==> src/rtl/cache_fill_fsm_pkg.sv <==
// cache_fill_fsm_pkg: state encodings and block geometry shared by the fill controller
package cache_fill_fsm_pkg;
  typedef enum logic {ST_IDLE = 1'b0, ST_FILL = 1'b1} state_t;
  localparam int OFF_W = 3;
  localparam logic [15:0] BLOCK_MASK = 16'hFFF0;
endpackage

==> src/rtl/fill_counter.sv <==
// fill_counter: word counter with synchronous clear and increment, wraps modulo 2**W
module fill_counter
  import cache_fill_fsm_pkg::*;
#(
  parameter int W = OFF_W
) (
  input  logic         clk,
  input  logic         rst,
  input  logic         clr,
  input  logic         inc,
  output logic [W-1:0] cnt
);
  always_ff @(posedge clk)
    cnt <= (rst || clr) ? '0 : cnt + W'(inc);
endmodule

==> src/rtl/cache_fill_fsm.sv <==
// cache_fill_fsm: fetches the 8-word block of a missed address and fills data and tag arrays
module cache_fill_fsm
  import cache_fill_fsm_pkg::*;
#(
  parameter int ADDR_W = 16,
  parameter int WORDS  = 8
) (
  input  logic                      clk,
  input  logic                      rst,
  input  logic                      miss_detected,
  input  logic [ADDR_W-1:0]         miss_address,
  input  logic                      memory_data_valid,
  input  logic [ADDR_W-1:0]         memory_data,
  output logic                      fsm_busy,
  output logic                      memory_enable,
  output logic [ADDR_W-1:0]         memory_address,
  output logic                      write_data_array,
  output logic [$clog2(WORDS)-1:0]  data_word,
  output logic [ADDR_W-1:0]         data_out,
  output logic                      write_tag_array,
  output logic [ADDR_W-1:0]         block_base
);
  localparam int OW = $clog2(WORDS);
  state_t state, state_nx;
  logic fill, accept, issue_done;
  logic [OW-1:0] issue_cnt, recv_cnt;
  always_comb begin
    fill             = state == ST_FILL;
    accept           = state == ST_IDLE && miss_detected;
    fsm_busy         = fill;
    memory_enable    = fill && !issue_done;
    memory_address   = block_base + ADDR_W'({issue_cnt, 1'b0});
    write_data_array = fill && memory_data_valid;
    data_word        = recv_cnt;
    data_out         = memory_data;
    write_tag_array  = write_data_array && recv_cnt == OW'(WORDS - 1);
    state_nx         = accept ? ST_FILL : write_tag_array ? ST_IDLE : state;
  end
  // issue_done stops requests once the last word has been asked for
  always_ff @(posedge clk) begin
    state      <= rst ? ST_IDLE : state_nx;
    issue_done <= (rst || accept) ? 1'b0 :
                  (memory_enable && issue_cnt == OW'(WORDS - 1)) ? 1'b1 : issue_done;
    block_base <= rst ? '0 : accept ? (miss_address & ADDR_W'(BLOCK_MASK)) : block_base;
  end
  fill_counter #(.W(OW)) issue_cnt_i (
    .clk(clk), .rst(rst), .clr(accept), .inc(memory_enable), .cnt(issue_cnt)
  );
  fill_counter #(.W(OW)) recv_cnt_i (
    .clk(clk), .rst(rst), .clr(accept), .inc(write_data_array), .cnt(recv_cnt)
  );
endmodule

==> config.mk <==
export PLATFORM = sky130hd
export DESIGN_NAME = cache_fill_fsm
export DESIGN_NICKNAME = d
export VERILOG_FILES = /design/src/rtl/cache_fill_fsm_pkg.sv /design/src/rtl/fill_counter.sv /design/src/rtl/cache_fill_fsm.sv
export SDC_FILE = /design/constraint.sdc
export NUM_CORES = 1
export LEC_CHECK = 0
export CORE_MARGIN = 5
export CORE_UTILIZATION = 33
export DETAILED_ROUTE_END_ITERATION = 10
export PLACE_DENSITY = 0.95
export SLEW_MARGIN = 40
export SYNTH_ARGS = -nofsm -noshare
export SYNTH_HDL_FRONTEND = slang
export SYNTH_SLANG_ARGS = --single-unit
==> constraint.sdc <==
create_clock -name clk -period 3.25 [get_ports clk]
set_input_delay 0.325 -clock clk [delete_from_list [all_inputs] [get_ports clk]]
set_output_delay 0.325 -clock clk [all_outputs]
set_load 0.01 [all_outputs]
# Word level (Yosys, flattened, before mapping)
# Index checks and enable logic that the tools add are counted.
# word_totals
register_bits	20
wordCells	21
# op_classes
add_sub_neg	3
eq_ne	2
muxes	2
bitwise	1
n_reduce_logical	8
# ops
operator	count
adder 16 x 4 -> 16 bit	1
adder 3 x 1 -> 3 bit	2
== test 3 bit, second input constant	2
logical AND 1 bit	5
two-way mux 1 bit	2
nonzero test 2 bit	1
logical NOT 1 bit	1
logical OR 1 bit	1
inverter 1 bit	1

# Longest topological paths before layout
# depth
depth_word	4
mapped_depth	5
depth_no_buf	5

# By module
# A second synthesis with hierarchy kept.
# hier_totals
hier_cells	114
area_unflattened_um2	1027.2
# modules_own_cells
mod	instances	cells_per_inst	area_per_inst_um2
cache_fill_fsm	1	96	789.5
fill_counter	2	9	118.9

# Least setup slack after synthesis
# No wires, ideal clock.
# synth_path
path_kind	reg2reg
startpoint	register state, in the netlist fsm_busy
endpoint	register issue_cnt_i.cnt[1]
setup_time_ns	0.115
arrival_ns	1.224
required_time_ns	3.135
path_slack_ns	1.911
path_stages_with_launch	5
n_path_buf	0
period_less_slack_ns	1.339
path_cell_list	dfxtp_1 nor2b_1 ha_1 ha_1 and2_1
# synth_rtl
item	line	rtl
start: declaration	cache_fill_fsm.sv:24	state_t state, state_nx;
start signal: assignment	cache_fill_fsm.sv:41	state <= rst ? ST_IDLE : state_nx;
logical AND 1 bit	cache_fill_fsm.sv:31	memory_enable = fill && !issue_done;
named net memory_enable	cache_fill_fsm.sv:15	output logic memory_enable,
adder 3 x 1 -> 3 bit	fill_counter.sv:14	cnt <= (rst || clr) ? '0 : cnt + W'(inc);
end signal: assignment	fill_counter.sv:14	
end: declaration	fill_counter.sv:11	output logic [W-1:0] cnt
# The timed path passes the listed nets, and every way through them passes these cells.
# A chain may end at the register's enable or synchronous reset.

# Final worst setup path
# layout_path
startpoint	register state, in the netlist fsm_busy
endpoint	output port write_tag_array
# layout_between
elab_chain_cells	2
# layout_rtl
item	line	rtl
logical AND 1 bit	cache_fill_fsm.sv:33	write_data_array = fill && memory_data_valid;
logical AND 1 bit	cache_fill_fsm.sv:36	write_tag_array = write_data_array && recv_cnt == OW'(WORDS - 1);
end: declaration	cache_fill_fsm.sv:20	output logic write_tag_array,
# No other way between the ends.

==> results.json <==
{
  "hold_viol_final": 0,
  "rows": 20,
  "r2r_slack_ns": 1.92,
  "reg2reg_from": "fsm_busy",
  "fin_setup_tns_ns": 0,
  "diodes": 0,
  "grt_usage_pct": 10.5,
  "peakVddDrop_mv": 0.161,
  "avgSynthCellArea_sq_um": 8.57,
  "wl_mm": 2.19,
  "finalCritPeriodShare_pct": 63.7,
  "drc": 0,
  "yosysMostFrequentCell": "buf_4",
  "core_area_sq_um": 2980,
  "cts_root_buf": "clkbuf_4",
  "die_x_microns": 65.1,
  "synth_edf_count": 0,
  "ios": 91,
  "hold_end": "block_base[6]",
  "synthDistinctLibCells": 17,
  "clk_latency_ns": 0.30,
  "synthArstFlopShare_pct": 0,
  "clk_transition_reported_paths_ns": 0.12,
  "tightest_slew_ns": 0.637,
  "fp.dieH_microns": 65.1,
  "dpl_worst_slack_ns": 1.21,
  "vias_per_cell": 4.41,
  "grt_max_degree": 18,
  "setup_ws_ns": 1.18,
  "synth.area.top_cells": "dfxtp_1, buf_4, nand2_1",
  "crit_path_end_kind": "primary output",
  "drtPass1Iterations": 2,
  "setup_violations": 0,
  "cts_buffers": 3,
  "synth_warnings": 0,
  "fill_cells": 294,
  "skew_ns": 0.00958,
  "synth_area_sq_um": 1000,
  "period_needed_ns": 2.07,
  "area_delta_synth_final_pct": 32.3,
  "cts_tree": "yes",
  "synth_top_area_share_pct": 40.0,
  "vias": 750,
  "power_density_nw_per_um2": 429,
  "antenna_left": 0,
  "cts_sinks": 20,
  "worstRegToRegCells": 4,
  "cp.required_ns": 2.92,
  "ys_seq_area_share_pct": 40.0,
  "port_buffers": 49,
  "overflow": 0,
  "grt_antenna_before_repair": 0,
  "ys_seq_elements": 20,
  "fmax_mhz": 483,
  "ys.flop_type": "dfxtp_1",
  "timing.max_cap.violations": 0,
  "start_util_pct": 33.7,
  "hold_class": "flip-flop to flip-flop",
  "whs_path_depth": 2,
  "layout-drive-gt1-share_pct": 4.38,
  "crit_path_start_kind": "flip-flop",
  "synthTopCellsByCount": "buf_4, nand2_1, dfxtp_1, a21oi_1, and2_1",
  "worst_r2r_endpoint": "block_base[12]",
  "maxSlewHeadroom_pct": 57.4,
  "synth_top_cell_by_area": "dfxtp_1",
  "outcome": "completed",
  "hp-start": "block_base[6]",
  "p_leak_uw": 0.000516,
  "htree_num_levels": 1,
  "cts_buffer_depth": 2,
  "die-area_sq_um": 4240,
  "rsz0062_at_grt": "no",
  "gp_congestion": 0.662,
  "drt_iter0_drc": 45,
  "cp_data_arrival_time_ns": 1.75,
  "worstSetupPathType": "flip-flop to primary output",
  "hold_slack_ns": 0.477,
  "grt_first_pass_wirelength_mm": 3.46,
  "cts_setup_buffers": 0,
  "holdBufCountCts": 0,
  "layout.nets": 178,
  "maxSlewViolCount": 0,
  "wl_per_cell_microns": 12.9,
  "cts_resized": 0,
  "dp_hpwl_mm": 1.66,
  "grt_pass1_vias": 768,
  "synthCells": 117,
  "path_max_fanout": 7,
  "fin_total_pwr_uw": 569
}
==> layout make-up <==
class	count	area (sq um)	area share (%)
Timing Repair Buffer	50	498	37.5
Tap cell	33	41.3	3.11
Multi-Input combinational cell	63	334	25.2
Sequential cell	20	400	30.2
Clock inverter	1	30.0	2.26
Clock buffer	3	22.5	1.70
==> cell usage in the layout (no fill, tap or decap), drive strengths merged <==
cell	count
and2	5
ha	4
a41oi	1
bufinv	1
a21oi	12
xnor2	2
dfxtp	20
buf	1
and4	1
clkdlybuf4s50	49
nor2	2
nand2b	1
nand2	24
conb	5
nor2b	2
clkbuf	3
nor3	4
==> worst max-delay path by stage <==
stage,startpoint,to,slack (ns),depth (start not counted)
after floorplan,fsm_busy,issue_cnt_i.cnt[1],1.91,4
after global placement,memory_data_valid,write_tag_array,1.23,4
after detailed placement,memory_data_valid,write_tag_array,1.21,4
after CTS,fsm_busy,write_tag_array,1.15,3
after global routing,fsm_busy,write_tag_array,1.05,3
final,fsm_busy,write_tag_array,1.18,3
==> registers in the layout, indices dropped and copies added (netlist names) <==
| register | flops |
|---|---|
| issue_cnt_i.cnt | 3 |
| issue_done | 1 |
| recv_cnt_i.cnt | 3 |
| fsm_busy | 1 |
| block_base | 12 |
==> metrics by stage <==
stage               instances  util (%)  instance area [sq um]
finish                    170      44.5                   1330
CTS                       170      44.5                   1330
global route              170      44.5                   1330
detailed placement        166      42.8                   1270
global placement          166      42.8                   1270
floorplan                 121         -                   1020
==> power breakdown <==
part | total [uW] | switching, uW | internal, uW
clock network | 203 | 78.7 | 125
logic | 101 | 42.0 | 58.8
registers | 265 | 8.68 | 256
==> layer usage <==
layer  up-vias  GRT usage [%]  wire, microns
li1        371              -              -
met1       334           11.2            919
met2        43           18.3            995
met3         2           4.27            262
met4         0           4.15              8
met5         -              0              0
==> critical path, stage by stage, from the launching register on <==
cell and delay (ns):
dfxtp_1 0.46, and2_1 0.21, and4_4 0.24, clkdlybuf4s50_1 0.54
==> kinds of logic after synthesis <==
kind of cell	count (synthesis)	synth area share, %
xor gates and xnor gates	2	1.75
AOI/OAI and AO/OA	13	6.87
buffers and inverters	38	28.2
adders and majority gates	4	4.99
DFF	20	39.9
other	1	0.374
and+or+nand+nor	39	17.9
(Power assumes the default switching activity.)
